`config.mk`:
```
export PLATFORM = sky130hd
export DESIGN_NAME = led_breath_pwm
export DESIGN_NICKNAME = d
export VERILOG_FILES = /design/src/rtl/led_breath_pwm.sv
export SDC_FILE = /design/constraint.sdc
export NUM_CORES = 1
export LEC_CHECK = 0
export ABC_AREA = 1
export CAP_MARGIN = 0
export CELL_PAD_IN_SITES_DETAIL_PLACEMENT = 1
export CELL_PAD_IN_SITES_GLOBAL_PLACEMENT = 2
export CORE_MARGIN = 2
export CORE_UTILIZATION = 39
export CTS_BUF_LIST = sky130_fd_sc_hd__clkbuf_8
export CTS_CLUSTER_SIZE = 8
export DETAILED_ROUTE_END_ITERATION = 10
export PLACE_DENSITY_LB_ADDON = 0.1
export SYNTH_ARGS = -nofsm -noshare
export SYNTH_HDL_FRONTEND = slang
export SYNTH_SLANG_ARGS = --single-unit
```
`constraint.sdc`:
```
create_clock -name clk -period 3.1 [get_ports clk]
set_clock_uncertainty 0.15 [all_clocks]
set_input_delay 0.31 -clock clk [delete_from_list [all_inputs] [get_ports clk]]
set_output_delay 0.31 -clock clk [all_outputs]
set_load 0.05 [all_outputs]
```
`src/rtl/led_breath_pwm.sv`:
```
// Breathing-LED PWM: free-running PWM whose duty ramps up, holds, ramps down, holds.
// Define LED_BREATH_GAMMA_EN to drive the PWM from (level*level) >> PWM_W instead of level.
module led_breath_pwm #(
    parameter int PWM_W        = 8,
    parameter int STEP_DIV     = 64,
    parameter int HOLD_PERIODS = 256
) (
    input  logic             clk,
    input  logic             rst_n,
    input  logic             en,
    output logic             led,
    output logic [PWM_W-1:0] level,
    output logic [1:0]       phase,
    output logic             period_strobe
);

    typedef enum logic [1:0] {
        UP      = 2'd0,
        HOLD_HI = 2'd1,
        DOWN    = 2'd2,
        HOLD_LO = 2'd3
    } phase_t;

    localparam int STEP_W = (STEP_DIV > 1) ? $clog2(STEP_DIV) : 1;
    localparam int HOLD_W = (HOLD_PERIODS > 1) ? $clog2(HOLD_PERIODS) : 1;

    localparam logic [STEP_W-1:0] STEP_LAST    = STEP_W'(STEP_DIV - 1);
    localparam logic [HOLD_W-1:0] HOLD_LAST    = HOLD_W'(HOLD_PERIODS - 1);
    localparam logic [PWM_W-1:0]  CNT_MAX      = {PWM_W{1'b1}};
    localparam logic [PWM_W-1:0]  LEVEL_MAX    = {PWM_W{1'b1}};
    localparam logic [PWM_W-1:0]  LEVEL_NEAR   = {{(PWM_W-1){1'b1}}, 1'b0};
    localparam logic [PWM_W-1:0]  LEVEL_ONE    = PWM_W'(1);

    phase_t              state;
    logic [PWM_W-1:0]    pwm_cnt;
    logic [PWM_W-1:0]    duty_q;
    logic [PWM_W-1:0]    duty_src;
    logic [STEP_W-1:0]   step_cnt;
    logic [HOLD_W-1:0]   hold_cnt;

`ifdef LED_BREATH_GAMMA_EN
    logic [2*PWM_W-1:0]  level_sq;
    assign level_sq = {{PWM_W{1'b0}}, level} * {{PWM_W{1'b0}}, level};
    assign duty_src = PWM_W'(level_sq >> PWM_W);
`else
    assign duty_src = level;
`endif

    assign period_strobe = en && (pwm_cnt == CNT_MAX);
    assign phase         = state;

    // The strobe edge is also the wrap edge, so duty and the ramp FSM both advance there.
    always_ff @(posedge clk or negedge rst_n) begin
        if (!rst_n) begin
            pwm_cnt  <= '0;
            duty_q   <= '0;
            level    <= '0;
            step_cnt <= '0;
            hold_cnt <= '0;
            state    <= UP;
            led      <= 1'b0;
        end else if (en) begin
            pwm_cnt <= pwm_cnt + PWM_W'(1);
            led     <= (pwm_cnt < duty_q);
            if (period_strobe) begin
                duty_q <= duty_src;
                case (state)
                    UP: begin
                        if (step_cnt == STEP_LAST) begin
                            step_cnt <= '0;
                            if (level != LEVEL_MAX) begin
                                level <= level + PWM_W'(1);
                                if (level == LEVEL_NEAR) begin
                                    state    <= HOLD_HI;
                                    hold_cnt <= '0;
                                end
                            end
                        end else begin
                            step_cnt <= step_cnt + STEP_W'(1);
                        end
                    end
                    HOLD_HI: begin
                        if (hold_cnt == HOLD_LAST) begin
                            hold_cnt <= '0;
                            step_cnt <= '0;
                            state    <= DOWN;
                        end else begin
                            hold_cnt <= hold_cnt + HOLD_W'(1);
                        end
                    end
                    DOWN: begin
                        if (step_cnt == STEP_LAST) begin
                            step_cnt <= '0;
                            if (level != '0) begin
                                level <= level - PWM_W'(1);
                                if (level == LEVEL_ONE) begin
                                    state    <= HOLD_LO;
                                    hold_cnt <= '0;
                                end
                            end
                        end else begin
                            step_cnt <= step_cnt + STEP_W'(1);
                        end
                    end
                    HOLD_LO: begin
                        if (hold_cnt == HOLD_LAST) begin
                            hold_cnt <= '0;
                            step_cnt <= '0;
                            state    <= UP;
                        end else begin
                            hold_cnt <= hold_cnt + HOLD_W'(1);
                        end
                    end
                endcase
            end
        end else begin
            led <= 1'b0;
        end
    end

endmodule
```
==> flow_summary.json, run 1 <==
{
  "vdd_drop_max_uv": 156,
  "hold_violations": 0,
  "synth-seq-cells": 41,
  "avgSynthCellArea_sq_um": 7.34,
  "arrival_ps": 1840,
  "antenna_found_initial": 0,
  "num_rows": 30,
  "finalSetupViolations": 0,
  "fin_cells": 492,
  "cts_hold_buf": 0,
  "diodes": 0,
  "io_buffers": 14,
  "die_w_microns": 88.7,
  "ys_seq_area_share_pct": 36.7,
  "post-dp-hpwl_microns": 5000,
  "cts_tree": "built",
  "path_class": "input pin to output pin",
  "syn_nets": 403,
  "postRouteWirelength_microns": 6750,
  "netlist_instances": 381,
  "areaGrowthSynthToFinish_pct": 11.3,
  "required_ps": 2640,
  "cts_setup_buffers": 0,
  "multi_input_area_sq_mm": 0.00157,
  "seqCellArea_sq_mm": 0.00103,
  "drv_slew": 0,
  "p_seq_share_pct": 49.7,
  "grt_pass1_wl_microns": 11700,
  "firstDrtPassIters": 4,
  "pwr-share-comb_pct": 17.0,
  "swShare_pct": 30.2,
  "grt.overflow.total": 0,
  "ant_nets": 0,
  "clk_latency_ps": 300,
  "clockRootBuffer": "clkbuf_8",
  "ys_warn_count": 0,
  "cap_violations": 0,
  "dr.first_iter.drc_count": 60,
  "period_share_pct": 74.1,
  "crit_path_cell_trace": "clkdlybuf4s50_1 -> nand2_1 -> nor2_1 -> nand4_2 -> inv_1 -> buf_4",
  "rsz0062_at_grt": "no",
  "cp_max_fo": 10,
  "p_clk_share_pct": 33.2,
  "grt.busiest_layer": "met2",
  "grt.total_usage_pct": 18.8,
  "grt_pass1_vias": 2471,
  "netlist_area_sq_mm": 0.00280,
  "gp_congestion": 0.784,
  "crit_path_end_kind": "output pin",
  "power_density_mw_per_mm2": 419,
  "yosysUniqueCellTypes": 31,
  "gr-usage-met2_pct": 31.7,
  "status": "finished, final reports clean",
  "fillers": 892,
  "tns_ps": 0,
  "slew_headroom_pct": 35.8,
  "cts_buffers": 5,
  "power_switching_mw": 0.394,
  "dp_cells": 485,
  "p_leak_nw": 1.49,
  "crit_path_start_kind": "input pin",
  "num_io_pins": 15,
  "vias_per_cell": 4.94,
  "path_delay_family": "buffers and inverters",
  "post-route-min-period_ps": 2300,
  "drc": 0,
  "die-area_sq_mm": 0.00786,
  "grtUsageMet3_pct": 3.17,
  "clock_path_buffers": 2,
  "clock_sinks": 41,
  "use_met1_pct": 24.7,
  "crit_path_max_incr_delay_ps": 750,
  "cts.reportedPaths.clkPinSlew_ps": 90,
  "worstHoldPathType": "input pin to async pin",
  "cp_num_buf_inv": 3,
  "fp.coreArea_sq_mm": 0.00687,
  "grt_max_degree": 42,
  "wl_per_cell_microns": 13.7,
  "vias": 2430,
  "drive_gt1_share_pct": 8.08,
  "final_common_cell": "nand2_1",
  "num-nets-final": 418,
  "final_cell_mix": "127 x nand2_1, 41 x inv_1, 41 x dfrtp_1, 38 x nor2_1, 30 x nand3_1",
  "cpMaxStageDelayCell": "clkdlybuf4s50_1",
  "worst-slew-pin-transition_ps": 964,
  "post_cts_resized": 0,
  "start_util_pct": 40.7,
  "internal_power_mw": 0.911,
  "clock.fmax_mhz": 435,
  "cts_max_level": 2,
  "die-height_microns": 88.7
}
path summary, 6_finish.rpt:
| kind | from | endpoint | slack [ps] | cells past startpoint |
|---|---|---|---|---|
| worst max-delay path | en | period_strobe | 800 | 6 |
| worst min-delay path | rst_n | level[4] | 10 | 1 |
| worst max register to register | phase[0] | phase[1] | 810 | 10 |
| worst min register to register | duty_q[7] | duty_q[7] | 340 | 2 |
| max in group asynchronous | rst_n | step_cnt[4] | 2200 | 1 |
| min in group clk | duty_q[7] | duty_q[7] | 340 | 2 |
kinds of logic (layout without fill, tap and decap cells):
group	count (synthesis)	in the layout	synth area share (%)
AO/OA/AOI/OAI	31	31	6.35
buffers and inverters	49	64	7.25
adder cells (fa/ha/maj)	19	19	8.50
XOR/XNOR	14	14	4.38
AND/OR/NAND/NOR	227	227	36.8
flip-flops	41	41	36.7
cell type report:
| class | count | area share, % |
|---|---|---|
| flip-flops and latches | 41 | 33.0 |
| clock inverters | 2 | 1.13 |
| repair buffers | 14 | 4.26 |
| inverters | 43 | 5.19 |
| clock buffers | 5 | 2.21 |
| well taps | 96 | 3.86 |
| multi-input cells | 291 | 50.4 |
sequential cells by signal, summed over array words and instances (netlist names):
name,cells
pwm_cnt,8
level,8
hold_cnt,8
phase,2
led,1
step_cnt,6
duty_q,8
layer usage:
layer,vias to the layer above,wire length [microns]
li1,1242,-
met1,1153,3380
met2,23,3130
met3,12,129
met4,0,112
met5,-,0
metrics by stage:
| stage | power, mW | utilization, % | hold slack [ps] | setup slack (ps) | cell area (sq um) |
|---|---|---|---|---|---|
| after floorplan | 0.812 | - | -136 | 1010 | 2800 |
| after global placement | 0.878 | 43.8 | 321 | 838 | 3010 |
| after detailed placement | 0.887 | 43.8 | 326 | 785 | 3010 |
| after CTS | 1.32 | 45.3 | 58.7 | 797 | 3110 |
| after global routing | 1.40 | 45.3 | 83.7 | 611 | 3110 |
| final | 1.30 | 45.3 | 14.3 | 803 | 3110 |
synth_stat cells:
library cell | instances | area [sq um]
nand2_1 | 127 | 477
dfrtp_1 | 41 | 1030
inv_1 | 41 | 154
nor2_1 | 38 | 143
nand3_1 | 30 | 150
ha_1 | 19 | 238
o21ai_0 | 19 | 95.1
nand4_1 | 12 | 75.1
xor2_1 | 9 | 78.8
nand2_2 | 5 | 31.3
xnor2_1 | 5 | 43.8
a21oi_1 | 3 | 15.0
clkbuf_1 | 3 | 11.3
nor2_4 | 3 | 33.8
o21ai_2 | 3 | 26.3
buf_6 | 2 | 22.5
inv_2 | 2 | 7.51
nand3_2 | 2 | 20.0
nor2_2 | 2 | 12.5
nor3b_1 | 2 | 15.0
o21ai_1 | 2 | 10.0
o21bai_1 | 2 | 15.0
a211oi_1 | 1 | 7.51
a21oi_2 | 1 | 8.76
buf_4 | 1 | 7.51
nand2_4 | 1 | 11.3
nand3_4 | 1 | 17.5
nand4_2 | 1 | 12.5
nor2_8 | 1 | 20.0
nor3_1 | 1 | 5.00
or2_2 | 1 | 6.26
power by group through the flow:
stage / Clock [mW] / Sequential, mW / Combinational, mW
detailed placement: 0 / 0.660 / 0.227
floorplan: 0 / 0.651 / 0.160
finish: 0.434 / 0.649 / 0.222
CTS: 0.442 / 0.651 / 0.228
global route: 0.463 / 0.661 / 0.272
global placement: 0 / 0.660 / 0.218
worst reg2reg max path: cells and delay by family, from the launching register on:
| kind | cells | cell delay (ps) |
|---|---|---|
| buffers and inverters | 2 | 440 |
| adder cells (fa/ha/maj) | 1 | 360 |
| flip-flops | 1 | 440 |
| AND/OR/NAND/NOR | 7 | 810 |
Note: power is estimated with default switching activity, not from simulation.
==> run 2: changes to the inputs <==
CORE_UTILIZATION = 36   (was 39)
clock period = 2.3 ns   (was 3.1 ns; I/O delays follow)
==> run 2 against run 1 <==
Effect of this change: cell area is 2.2% higher; flip-flop and latch count unchanged; global-route usage shrank 0.57 points; critical path depth is 5 lower; sequential power up 34%; total power is 35% higher; final cell count grew 2.4%; wire length is 4.4% higher; register-to-register slack worse by 530 ps; largest power group unchanged.
==> flow_summary.json, run 2 (synthesized netlist as in run 1, its figures left out) <==
{
  "status": "finished, final reports clean",
  "cts_max_level": 2,
  "antenna_found_initial": 0,
  "grt_pass1_wl_microns": 12200,
  "power_density_mw_per_mm2": 555,
  "grt_max_degree": 42,
  "fillers": 984,
  "die_w_microns": 92.1,
  "multi_input_area_sq_mm": 0.00157,
  "dr.first_iter.drc_count": 111,
  "clock.fmax_mhz": 466,
  "clockRootBuffer": "clkbuf_8",
  "period_share_pct": 93.2,
  "worst-slew-pin-transition_ps": 561,
  "cts_tree": "built",
  "path_delay_family": "buffers and inverters",
  "die-height_microns": 92.1,
  "required_ps": 1920,
  "clk_latency_ps": 300,
  "wl_per_cell_microns": 14.0,
  "grt.total_usage_pct": 18.2,
  "crit_path_max_incr_delay_ps": 880,
  "fin_util_pct": 41.8,
  "fin_cells": 504,
  "grt.overflow.total": 0,
  "num_io_pins": 15,
  "cts_buffers": 5,
  "clock_sinks": 41,
  "post_dp_cell_area_sq_mm": 0.00307,
  "cap_violations": 0,
  "crit_path_start_kind": "flip-flop",
  "cts.reportedPaths.clkPinSlew_ps": 80,
  "p_leak_nw": 1.52,
  "fp.coreArea_sq_mm": 0.00761,
  "crit_path_cell_trace": "clkdlybuf4s50_1",
  "clock_path_buffers": 2,
  "crit_path_end_kind": "output pin",
  "start_util_pct": 36.8,
  "num-nets-final": 424,
  "design_area_sq_mm": 0.00318,
  "cp_max_fo": 8,
  "seqCellArea_sq_mm": 0.00103,
  "post_cts_resized": 0,
  "drv_slew": 0,
  "arrival_ps": 1760,
  "vias": 2414,
  "tns_ps": 0,
  "areaGrowthSynthToFinish_pct": 13.7,
  "firstDrtPassIters": 4,
  "drive_gt1_share_pct": 9.20,
  "dp_cells": 496,
  "vdd_drop_max_uv": 317,
  "hp-start": "duty_q[6]",
  "r2r_setup_slack_ps": 280,
  "diodes": 0,
  "gp_congestion": 0.773,
  "hold_violations": 0,
  "post-dp-hpwl_microns": 5290,
  "reg2reg_from": "phase[0]",
  "slew_headroom_pct": 62.6,
  "final_common_cell": "nand2_1",
  "rsz0062_at_grt": "no",
  "drc": 0,
  "cp_num_buf_inv": 1,
  "worstHoldPathType": "flip-flop to flip-flop",
  "postRouteWirelength_microns": 7050,
  "final_cell_mix": "127 x nand2_1, 41 x inv_1, 41 x dfrtp_1, 38 x nor2_1, 30 x nand3_1",
  "num_rows": 32,
  "io_buffers": 14,
  "ant_nets": 0,
  "path_class": "flip-flop to output pin",
  "vias_per_cell": 4.79,
  "post-route-min-period_ps": 2140,
  "grt_pass1_vias": 2527,
  "die-area_sq_mm": 0.00849,
  "finalSetupViolations": 0,
  "cpMaxStageDelayCell": "clkdlybuf4s50_1",
  "p_total_mw": 1.76,
  "cp-startpoint": "level[3]"
}
==> run 2: changes by cell type in the layout (fill, tap and decap cells not counted) <==
cell / change
buf_4: +4
buf_12: +1
dlygate4sd3_1: +1
==> run 2: final cells by class <==
class	instances	share of cell area [%]
clock buffers	5	2.16
clock inverters	2	1.10
inverters	43	5.08
multi-input cells	291	49.3
flip-flops and latches	41	32.3
well taps	102	4.01
repair buffers	20	6.06
==> run 2: worst paths after layout <==
kind,endpoint,depth (start not counted)
hold reg to reg,duty_q[6],2
min in group asynchronous,hold_cnt[2],3
max in group asynchronous,phase[0],3
hold / removal,duty_q[6],2
setup reg to reg,phase[1],10
setup / recovery,level[3],1
==> run 2: where the power goes <==
group	total, mW	leakage, nW	internal [mW]	switching [mW]
sequential	0.870	0.550	0.783	0.0878
combinational	0.311	0.919	0.134	0.177
clock	0.583	0.0540	0.316	0.266
==> run 2: repair_timing <==
item	CTS	global route
hold buffers	1	0
buffers inserted	0	0
endpoints found under the hold margin	41	0
==> run 2: per-layer routing <==
metal | vias to the layer above | GRT usage [%] | wire length [microns]
met5 | - | 0 | 0
li1 | 1253 | - | -
met2 | 20 | 30.6 | 3210
met4 | 0 | 5.22 | 90
met1 | 1136 | 24.5 | 3620
met3 | 5 | 2.63 | 132
==> run 2: stage by stage <==
stage | setup slack [ps] | hold slack (ps)
floorplan | 213 | -216
global placement | 248 | 204
detailed placement | 175 | 209
CTS | 144 | 348
global route | 6.67 | 383
finish | 155 | 342
